[src/rtl/uart_pkg.sv]
// rtl/uart_pkg.sv - shared UART types and constants for uart_rx and uart_tx
package uart_pkg;

    localparam int UART_DATA_BITS = 8;

    typedef enum logic [2:0] {
        IDLE,
        START,
        DATA,
        PARITY,
        STOP,
        BREAK
    } uart_rx_state_t;

endpackage

[src/rtl/uart_rx_sync.sv]
// rtl/uart_rx_sync.sv - 2-FF synchroniser for the serial line plus falling-edge detect
module uart_rx_sync (
    input  logic i_clk,
    input  logic i_reset_n,
    input  logic i_async,
    output logic o_sync,
    output logic o_fall
);

    logic meta_q;
    logic sync_q;
    logic prev_q;

    // All stages reset high so a held reset looks like an idle line
    always_ff @(posedge i_clk or negedge i_reset_n) begin
        if (!i_reset_n) begin
            meta_q <= 1'b1;
            sync_q <= 1'b1;
            prev_q <= 1'b1;
        end else begin
            meta_q <= i_async;
            sync_q <= meta_q;
            prev_q <= sync_q;
        end
    end

    assign o_sync = sync_q;
    assign o_fall = prev_q & ~sync_q;

endmodule

[src/rtl/uart_rx.sv]
// rtl/uart_rx.sv - 8N1 UART receiver with valid/ack output; UART_RX_PARITY_EN adds even parity
module uart_rx
    import uart_pkg::*;
#(
    parameter int CLKS_PER_BIT = 434
) (
    input  logic       i_clk,
    input  logic       i_reset_n,
    input  logic       i_uart_rx,
    output logic [7:0] o_data,
    output logic       o_data_valid,
    input  logic       i_data_ack,
    output logic       o_frame_err,
    output logic       o_overrun
);

    localparam int CW = $clog2(CLKS_PER_BIT);
    localparam logic [CW-1:0] HALF_M1 = CW'(CLKS_PER_BIT / 2 - 1);
    localparam logic [CW-1:0] FULL_M1 = CW'(CLKS_PER_BIT - 1);
    localparam logic [2:0]    LAST_BIT = 3'(UART_DATA_BITS - 1);

    logic           rx;
    logic           rx_fall;
    uart_rx_state_t state_q;
    logic [CW-1:0]  cnt_q;
    logic [2:0]     bit_idx_q;
    logic [7:0]     shift_q;
`ifdef UART_RX_PARITY_EN
    logic           parity_err_q;
`endif

    uart_rx_sync u_sync (
        .i_clk     (i_clk),
        .i_reset_n (i_reset_n),
        .i_async   (i_uart_rx),
        .o_sync    (rx),
        .o_fall    (rx_fall)
    );

    always_ff @(posedge i_clk or negedge i_reset_n) begin
        if (!i_reset_n) begin
            state_q      <= IDLE;
            cnt_q        <= '0;
            bit_idx_q    <= '0;
            shift_q      <= '0;
            o_data       <= '0;
            o_data_valid <= 1'b0;
            o_frame_err  <= 1'b0;
            o_overrun    <= 1'b0;
`ifdef UART_RX_PARITY_EN
            parity_err_q <= 1'b0;
`endif
        end else begin
            o_frame_err <= 1'b0;
            // Ack is applied first so a byte completing in the same cycle can take its place
            if (i_data_ack) begin
                o_data_valid <= 1'b0;
                o_overrun    <= 1'b0;
            end

            case (state_q)
                IDLE: begin
                    if (rx_fall) begin
                        cnt_q   <= '0;
                        state_q <= START;
                    end
                end

                START: begin
                    if (cnt_q == HALF_M1) begin
                        cnt_q <= '0;
                        if (!rx) begin
                            bit_idx_q <= '0;
                            state_q   <= DATA;
                        end else begin
                            state_q <= IDLE;
                        end
                    end else begin
                        cnt_q <= cnt_q + 1'b1;
                    end
                end

                DATA: begin
                    if (cnt_q == FULL_M1) begin
                        cnt_q     <= '0;
                        shift_q   <= {rx, shift_q[7:1]};
                        bit_idx_q <= bit_idx_q + 1'b1;
                        if (bit_idx_q == LAST_BIT) begin
`ifdef UART_RX_PARITY_EN
                            state_q <= PARITY;
`else
                            state_q <= STOP;
`endif
                        end
                    end else begin
                        cnt_q <= cnt_q + 1'b1;
                    end
                end

`ifdef UART_RX_PARITY_EN
                PARITY: begin
                    if (cnt_q == FULL_M1) begin
                        cnt_q        <= '0;
                        parity_err_q <= (^shift_q) ^ rx;
                        state_q      <= STOP;
                    end else begin
                        cnt_q <= cnt_q + 1'b1;
                    end
                end
`endif

                STOP: begin
                    if (cnt_q == FULL_M1) begin
                        cnt_q <= '0;
                        if (!rx) begin
                            o_frame_err <= 1'b1;
                            state_q     <= BREAK;
`ifdef UART_RX_PARITY_EN
                        end else if (parity_err_q) begin
                            o_frame_err <= 1'b1;
                            state_q     <= IDLE;
`endif
                        end else begin
                            if (!o_data_valid || i_data_ack) begin
                                o_data       <= shift_q;
                                o_data_valid <= 1'b1;
                            end else begin
                                o_overrun <= 1'b1;
                            end
                            state_q <= IDLE;
                        end
                    end else begin
                        cnt_q <= cnt_q + 1'b1;
                    end
                end

                BREAK: begin
                    if (rx) begin
                        state_q <= IDLE;
                    end
                end

                default: state_q <= IDLE;
            endcase
        end
    end

endmodule
[config.mk]
export PLATFORM = sky130hd
export DESIGN_NAME = uart_rx
export DESIGN_NICKNAME = d
export VERILOG_FILES = /design/src/rtl/uart_pkg.sv /design/src/rtl/uart_rx_sync.sv /design/src/rtl/uart_rx.sv
export SDC_FILE = /design/constraint.sdc
export NUM_CORES = 1
export LEC_CHECK = 0
export CORE_ASPECT_RATIO = 1.25
export CORE_MARGIN = 3
export CORE_UTILIZATION = 45
export DETAILED_ROUTE_END_ITERATION = 8
export HOLD_SLACK_MARGIN = 0.15
export PLACE_DENSITY = 0.75
export SETUP_SLACK_MARGIN = 0.4
export SYNTH_ARGS = -nofsm -noshare
export SYNTH_HDL_FRONTEND = slang
export SYNTH_SLANG_ARGS = --single-unit
[constraint.sdc]
create_clock -name i_clk -period 2.7 [get_ports i_clk]
set_clock_uncertainty 0.05 [all_clocks]
set_input_delay 0.54 -clock i_clk [delete_from_list [all_inputs] [get_ports i_clk]]
set_output_delay 0.54 -clock i_clk [all_outputs]
set_load 0.01 [all_outputs]
==> results of run 1 <==
[per-stage QoR]
stage	cell area (um2)	power, W
detailed placement	1960	0.000987
global placement	1960	0.000967
CTS	2050	0.00135
floorplan	1780	0.000929
global route	2090	0.00150
finish	2090	0.00140
[power groups by stage]
stage          Combinational, W  Clock, W  Sequential (W)
5_1_grt                0.000423  0.000402        0.000672
3_5_place_dp           0.000310         0        0.000676
4_1_cts                0.000312  0.000377        0.000664
2_1_floorplan          0.000289         0        0.000639
6_report               0.000373  0.000364        0.000662
3_3_place_gp           0.000297         0        0.000670
[repair_timing]
action | 4_1_cts | 5_1_grt
setup endpoints to repair | 0 | 9
buffers inserted | 0 | 6
hold buffers | 0 | 0
[worst min-delay path by stage]
| stage | from | end | cells past startpoint |
|---|---|---|---|
| detailed placement | u_sync.meta_q | u_sync.o_sync | 0 |
| global placement | u_sync.meta_q | u_sync.o_sync | 0 |
| global route | u_sync.meta_q | u_sync.o_sync | 0 |
| floorplan | i_reset_n | bit_idx_q[0] | 0 |
| CTS | u_sync.meta_q | u_sync.o_sync | 0 |
| finish | u_sync.meta_q | u_sync.o_sync | 0 |
[layout make-up]
class | instances | area (um2) | area share [%]
clock buffers | 6 | 72.6 | 3.47
inverters | 6 | 22.5 | 1.08
clock inverters | 2 | 10.0 | 0.478
multi-input cells | 114 | 792 | 37.9
well taps | 52 | 65.1 | 3.11
repair buffers | 22 | 200 | 9.57
flip-flops and latches | 37 | 930 | 44.4
[cells in the mapped netlist (2+ instances only)]
| library cell | instances | area share [%] |
|---|---|---|
| sky130_fd_sc_hd__dfrtp_1 | 34 | 48 |
| sky130_fd_sc_hd__nand2_1 | 33 | 7.0 |
| sky130_fd_sc_hd__mux2_2 | 9 | 5.7 |
| sky130_fd_sc_hd__nor2_1 | 9 | 1.9 |
| sky130_fd_sc_hd__a21oi_1 | 7 | 2.0 |
| sky130_fd_sc_hd__nand3_1 | 7 | 2.0 |
| sky130_fd_sc_hd__inv_1 | 6 | 1.3 |
| sky130_fd_sc_hd__ha_1 | 5 | 3.5 |
| sky130_fd_sc_hd__o21ai_0 | 5 | 1.4 |
| sky130_fd_sc_hd__and3_1 | 4 | 1.4 |
| sky130_fd_sc_hd__a22o_1 | 3 | 1.5 |
| sky130_fd_sc_hd__a31oi_1 | 3 | 1.1 |
| sky130_fd_sc_hd__dfstp_2 | 3 | 4.4 |
| sky130_fd_sc_hd__nand3b_1 | 3 | 1.3 |
| sky130_fd_sc_hd__nor4_4 | 3 | 3.6 |
| sky130_fd_sc_hd__a211oi_1 | 2 | 0.84 |
| sky130_fd_sc_hd__buf_2 | 2 | 0.56 |
[state kept, by name, indices dropped and copies added (netlist names), 3 cells and up]
register   cells
shift_q        8
o_data         8
state_q        3
bit_idx_q      3
cnt_q          9
[cells by family after synthesis]
family / count (synthesis) / synth area share (%)
adders and majority gates: 5 / 3.52
and+or+nand+nor: 68 / 21.0
buffers and inverters: 11 / 3.10
DFF: 37 / 52.3
AOI/OAI and AO/OA: 29 / 12.7
muxes: 11 / 6.90
xor gates and xnor gates: 1 / 0.493
[routing by layer]
layer	share of wire, %	up-vias	global-route usage [%]	routed length [um]
met5	0	-	0	0
met4	0.82	0	5.09	27
met3	3.2	4	4.87	106
met2	55	21	28.8	1820
met1	41	641	16.1	1350
li1	-	615	-	-
[critical path, cell delays in order (launching register included)]
cell,delay [ns]
sky130_fd_sc_hd__dfrtp_1,0.46
sky130_fd_sc_hd__ha_1,0.18
sky130_fd_sc_hd__nand3b_1,0.11
sky130_fd_sc_hd__nor4_4,0.22
sky130_fd_sc_hd__buf_4,0.18
sky130_fd_sc_hd__nand4_1,0.18
sky130_fd_sc_hd__a21oi_4,0.31
sky130_fd_sc_hd__mux2_2,0.38
==> results_tabular.tex, run 1 <==
\begin{tabular}{lr}
\hline
Metric & Value \\
\hline
\multicolumn{2}{l}{\textbf{Synthesis}} \\
\quad Top\_reg\_cell synth & sky130\_fd\_sc\_hd\_\_dfrtp\_1 \\
\quad Syn avg cell area & 11.0 um2 \\
\quad Gate count of the mapped netlist & 162 \\
\quad Seq/Total Area, Yosys & 52.3\% \\
\quad EDFF count, synth & 0 \\
\quad Cell variety after synth & 41 \\
\quad Post-synthesis sequential element count & 37 \\
\quad Net Count, Synth & 171 \\
\quad Syn Std Cell Area & 1780 um2 \\
\quad Number of warnings reported in the yosys synthesis log & 0 \\
\quad Share of async-settable or async-resettable flops after synthesis & 100\% \\
\multicolumn{2}{l}{\textbf{Power}} \\
\quad Power dissipated by switching net loads & 0.000448 W \\
\quad Part of the total power dissipated in combinational logic & 26.7\% \\
\quad Int Pwr & 0.000951 W \\
\quad Switching portion of total power & 32.0\% \\
\quad Pwr per Cell Area & 669 nW/um2 \\
\quad Leak pwr & 0.979 nW \\
\quad Clock group share of total power & 26.0\% \\
\quad Sequential Power Share & 47.3\% \\
\quad Worst supply voltage drop on vdd & 0.333 mV \\
\multicolumn{2}{l}{\textbf{Critical path}} \\
\quad Flop2flop setup slack & 0.52 ns \\
\quad Endpoint type of the worst setup path & flip-flop \\
\quad CP required & 2.82 ns \\
\quad Termination of the worst setup path & o\_data[7] \\
\quad Critical path arrival & 2.30 ns \\
\quad Startpoint of the worst-slack reg-to-reg timing path & cnt\_q[0] \\
\quad Critical Path Start & cnt\_q[0] \\
\quad Number of cells traversed by the worst register-to-register path & 7 \\
\quad Terminus of the critical flop-to-flop path & o\_data[7] \\
\quad Critical path start-end classification & reg -> reg \\
\quad Highest fanout seen on the critical path & 8 \\
\quad Startpoint class of the critical path & flip-flop \\
\multicolumn{2}{l}{\textbf{Die}} \\
\quad Number of top-level design ports & 15 \\
\quad Floorplan core area & 3630 um2 \\
\quad Row Count & 24 \\
\quad Effective utilization at floorplan & 48.9\% \\
\quad Total die area & 4740 um2 \\
\quad Die span in y & 76.3 um \\
\quad Width of the die & 62.2 um \\
\multicolumn{2}{l}{\textbf{Routing}} \\
\quad DRC violation total after the first TritonRoute iteration & 53 \\
\quad Final WL & 3.30 mm \\
\quad Via-per-instance ratio & 5.36 \\
\quad Routed wire per std cell & 13.8 um \\
\quad Via total after detailed routing & 1281 \\
\quad Antenna Nets Post-Route & 0 \\
\quad DR pass1 iterations & 4 \\
\quad Residual DRC count & 0 \\
\multicolumn{2}{l}{\textbf{STA}} \\
\quad Setup repair after global routing missed its margin & false \\
\quad Period minus WS final & 2.18 ns \\
\quad Endpoints failing hold & 0 \\
\quad Worst setup slack after layout & 0.517 ns \\
\quad Worst hold slack & 0.309 ns \\
\quad \# setup viols final & 0 \\
\quad Number of pins with negative max-slew slack in the final report & 0 \\
\quad Setup\_tns & 0 ns \\
\quad Fmax achieved & 458 MHz \\
\quad Worst slew pin tran & 0.591 ns \\
\quad Worst relative slew slack & 60.5\% \\
\quad Ratio of final minimum period to clock period & 80.8\% \\
\multicolumn{2}{l}{\textbf{CTS}} \\
\quad Clock Sinks & 37 \\
\quad Total clock buffers created by CTS & 5 \\
\quad Clock Tree Root & sky130\_fd\_sc\_hd\_\_clkbuf\_8 \\
\quad Total number of H-tree levels & 2 \\
\quad Clock latency at the later pin of the worst-skew pair & 0.28 ns \\
\quad Register clock-pin slew on the reported worst setup and hold paths & 0.07 ns \\
\quad Post-CTS sizing & 0 \\
\quad Clock tree from TritonCTS & yes \\
\quad Worst-case clock buffer depth & 2 \\
\multicolumn{2}{l}{\textbf{Placed design}} \\
\quad Pre-CTS WS & 0.445 ns \\
\quad Count of input and output buffers & 14 \\
\quad Number of cells after detailed placement & 225 \\
\quad Final weighted congestion in routability-driven placement & 0.818 \\
\quad Estimated wirelength of the detail-placed design & 2.39 mm \\
\multicolumn{2}{l}{\textbf{Finish}} \\
\quad Final Core Density & 57.6\% \\
\quad Fin nets & 195 \\
\quad Count of inserted antenna diode cells & 0 \\
\quad Number of standard cells in the final layout excluding fillers & 239 \\
\quad Fraction of final layout cells with drive strength greater than 1 & 19.3\% \\
\quad Most frequent standard cell in the layout excluding fill and tap cells & sky130\_fd\_sc\_hd\_\_dfrtp\_1 \\
\quad Area growth, synth to finish & 17.7\% \\
\quad Most frequent cells in the layout & sky130\_fd\_sc\_hd\_\_dfrtp\_1, sky130\_fd\_sc\_hd\_\_nand2\_1, sky130\_fd\_sc\_hd\_\_clkdlybuf4s50\_1, sky130\_fd\_sc\_hd\_\_nor2\_1, sky130\_fd\_sc\_hd\_\_mux2\_2 \\
\quad Fill cells & 304 \\
\multicolumn{2}{l}{\textbf{GRT}} \\
\quad First-pass GRT wire length & 5.86 mm \\
\quad Largest net degree at the start of global routing & 38 \\
\quad Overall fraction of global-route tracks in use & 15.4\% \\
\quad Overflow left after global routing & 0 \\
\quad Antenna violations before repair & 0 \\
\quad Number of global-route vias before repair & 1328 \\
\multicolumn{2}{l}{\textbf{Hold path}} \\
\quad Min-Delay Path Class & reg -> reg \\
\multicolumn{2}{l}{\textbf{Run}} \\
\quad Max-cap violations & 0 \\
\multicolumn{2}{l}{\textbf{Run status}} \\
\quad Result of the run & finished, final reports clean \\
\hline
\end{tabular}
Note: power is estimated with default switching activity, not from simulation.
==> run 2: changes to the inputs <==
Settings changed: PLACE_DENSITY 0.75 to 0.77.
Clock period 2.7 ns to 1.86 ns, I/O delays scaled along.
==> results_tabular.tex, run 2 (synthesized netlist as in run 1, its figures left out) <==
\begin{tabular}{lr}
\hline
Metric & Value \\
\hline
\multicolumn{2}{l}{\textbf{GRT}} \\
\quad Antenna violations before repair & 0 \\
\quad Overall fraction of global-route tracks in use & 20.3\% \\
\quad Number of global-route vias before repair & 1511 \\
\quad First-pass GRT wire length & 7.42 mm \\
\quad Overflow left after global routing & 0 \\
\quad Largest net degree at the start of global routing & 38 \\
\multicolumn{2}{l}{\textbf{STA}} \\
\quad Setup repair after global routing missed its margin & true \\
\quad Number of pins with negative max-slew slack in the final report & 0 \\
\quad Ratio of final minimum period to clock period & 108\% \\
\quad \# setup viols final & 25 \\
\quad Setup\_tns & -1.91 ns \\
\quad Endpoints failing hold & 0 \\
\quad Fmax achieved & 500 MHz \\
\quad Worst slew pin tran & 0.494 ns \\
\quad Period minus WS final & 2.00 ns \\
\quad Worst relative slew slack & 66.6\% \\
\quad Worst setup slack after layout & -0.141 ns \\
\quad Worst hold slack & 0.316 ns \\
\multicolumn{2}{l}{\textbf{Die}} \\
\quad Total die area & 4740 um2 \\
\quad Width of the die & 62.2 um \\
\quad Number of top-level design ports & 15 \\
\quad Die span in y & 76.3 um \\
\quad Effective utilization at floorplan & 48.9\% \\
\quad Floorplan core area & 3630 um2 \\
\quad Row Count & 24 \\
\multicolumn{2}{l}{\textbf{CTS}} \\
\quad Clock tree from TritonCTS & yes \\
\quad CTS Hold Buffers Added & 0 \\
\quad Total number of H-tree levels & 2 \\
\quad Total clock buffers created by CTS & 5 \\
\quad Clock Sinks & 37 \\
\quad Worst-case clock buffer depth & 2 \\
\quad Clock latency at the later pin of the worst-skew pair & 0.30 ns \\
\quad Register clock-pin slew on the reported worst setup and hold paths & 0.08 ns \\
\quad Clock Tree Root & sky130\_fd\_sc\_hd\_\_clkbuf\_8 \\
\multicolumn{2}{l}{\textbf{Critical path}} \\
\quad Number of cells traversed by the worst register-to-register path & 8 \\
\quad Critical path start-end classification & reg -> reg \\
\quad Crit path cell chain & inv\_2, ha\_4, nand3b\_1, nor4\_4, nand4\_1, a21oi\_4, buf\_12, mux2\_4 \\
\quad Critical path arrival & 2.14 ns \\
\quad Startpoint of the worst-slack reg-to-reg timing path & cnt\_q[1] \\
\quad Highest fanout seen on the critical path & 7 \\
\quad Endpoint type of the worst setup path & flip-flop \\
\quad Standard cell with the maximum stage delay on the critical path & sky130\_fd\_sc\_hd\_\_dfrtp\_1 \\
\quad CP required & 2.00 ns \\
\quad Terminus of the critical flop-to-flop path & o\_data[4] \\
\quad Startpoint class of the critical path & flip-flop \\
\quad CP max stage delay & 0.40 ns \\
\quad Flop2flop setup slack & -0.14 ns \\
\multicolumn{2}{l}{\textbf{Routing}} \\
\quad Via total after detailed routing & 1439 \\
\quad DRC violation total after the first TritonRoute iteration & 65 \\
\quad Antenna Nets Post-Route & 0 \\
\quad DR pass1 iterations & 4 \\
\quad Residual DRC count & 0 \\
\quad Final WL & 4.74 mm \\
\quad Routed wire per std cell & 18.1 um \\
\quad Via-per-instance ratio & 5.51 \\
\multicolumn{2}{l}{\textbf{Run status}} \\
\quad Result of the run & finished with violations \\
\quad Failing checks & setup timing \\
\multicolumn{2}{l}{\textbf{Finish}} \\
\quad Largest registers & cnt\_q x9, o\_data x8, shift\_q x8 \\
\quad Most frequent cells in the layout & sky130\_fd\_sc\_hd\_\_dfrtp\_1, sky130\_fd\_sc\_hd\_\_nand2\_1, sky130\_fd\_sc\_hd\_\_buf\_4, sky130\_fd\_sc\_hd\_\_nand2\_2, sky130\_fd\_sc\_hd\_\_dlygate4sd2\_1 \\
\quad Area growth, synth to finish & 41.2\% \\
\quad Count of inserted antenna diode cells & 0 \\
\quad Finished Cell Area & 2510 um2 \\
\quad Fin nets & 217 \\
\quad Most frequent standard cell in the layout excluding fill and tap cells & sky130\_fd\_sc\_hd\_\_dfrtp\_1 \\
\quad Most flops, register & cnt\_q \\
\quad Max reg flops & 9 \\
\quad Fraction of final layout cells with drive strength greater than 1 & 43.5\% \\
\multicolumn{2}{l}{\textbf{Power}} \\
\quad Overall power consumption & 0.00253 W \\
\quad Leak pwr & 1.20 nW \\
\quad Pwr per Cell Area & 1010 nW/um2 \\
\quad Worst supply voltage drop on vdd & 0.623 mV \\
\multicolumn{2}{l}{\textbf{Hold path}} \\
\quad Launch point of the worst hold path & u\_sync.meta\_q \\
\quad Min-Delay Path Class & reg -> reg \\
\quad Cell depth of the worst hold path & 0 \\
\quad Min-Delay Endpoint & u\_sync.o\_sync \\
\multicolumn{2}{l}{\textbf{Placed design}} \\
\quad Final weighted congestion in routability-driven placement & 0.896 \\
\quad Estimated wirelength of the detail-placed design & 2.67 mm \\
\quad Count of input and output buffers & 14 \\
\quad Cell area reported after detailed placement & 2090 um2 \\
\quad Pre-CTS WS & -0.109 ns \\
\multicolumn{2}{l}{\textbf{Run}} \\
\quad Max-cap violations & 0 \\
\hline
\end{tabular}
==> run 2: cell count changes in the layout (fill, tap and decap cells not counted), moves of 5 or more <==
cell and change:
sky130_fd_sc_hd__a21oi_1 -5, sky130_fd_sc_hd__buf_4 +10, sky130_fd_sc_hd__buf_6 +10, sky130_fd_sc_hd__clkdlybuf4s50_1 -11, sky130_fd_sc_hd__dlygate4sd2_1 +11, sky130_fd_sc_hd__mux2_2 -9
sky130_fd_sc_hd__mux2_4 +10, sky130_fd_sc_hd__nand2_1 -13, sky130_fd_sc_hd__nand2_2 +12
==> run 2: how the worst max path moves through the flow <==
stage | startpoint | to | slack [ns]
after global routing | cnt_q[1] | o_data[4] | -0.28
after floorplan | cnt_q[1] | o_data[1] | -0.08
final | cnt_q[1] | o_data[4] | -0.14
after global placement | cnt_q[0] | cnt_q[4] | -0.04
after CTS | cnt_q[0] | state_q[0] | -0.09
after detailed placement | cnt_q[1] | o_data[3] | -0.11
==> run 2: worst max-delay path, delay by kind of cell (launching register included) <==
family | cells | cell delay (ns)
AO/OA/AOI/OAI | 1 | 0.23
adder cells (fa/ha/maj) | 1 | 0.13
buffers and inverters | 2 | 0.26
flip-flops | 1 | 0.40
multiplexers | 1 | 0.30
AND/OR/NAND/NOR | 3 | 0.51
==> run 2: routing by layer <==
layer / wire, um / track usage (%) / vias up / share of wire, %
met5: 0 / 0 / - / 0
met2: 2580 / 37.4 / 47 / 54
met3: 220 / 6.05 / 16 / 4.6
met1: 1780 / 20.2 / 719 / 37
met4: 163 / 11.1 / 0 / 3.4
li1: - / - / 657 / -
==> run 2: cell type report <==
cell class	count	area, um2
clock buffers	5	68.8
inverters	6	22.5
well taps	52	65.1
clock inverters	3	46.3
multi-input cells	115	981
flip-flops and latches	37	931
repair buffers	43	394
fillers	249	1120
==> run 2: metrics by stage <==
| stage | std cells | util (%) |
|---|---|---|
| after floorplan | 162 | - |
| after global placement | 240 | 57.6 |
| after detailed placement | 240 | 57.6 |
| after CTS | 257 | 65.3 |
| after global routing | 261 | 69.0 |
| final | 261 | 69.0 |
==> run 2: where the power goes <==
group	internal (W)	switching [W]	total, W
clock	0.000401	0.000308	0.000709
sequential	0.000866	0.0000590	0.000925
combinational	0.000423	0.000477	0.000900
==> run 2: repair_timing <==
| item | 4_1_cts | 5_1_grt |
|---|---|---|
| pin swaps | 3 | 13 |
| setup endpoints to repair | 44 | 34 |
| cloned | 2 | 1 |
| buffers inserted | 7 | 3 |
| resized for setup | 38 | 31 |
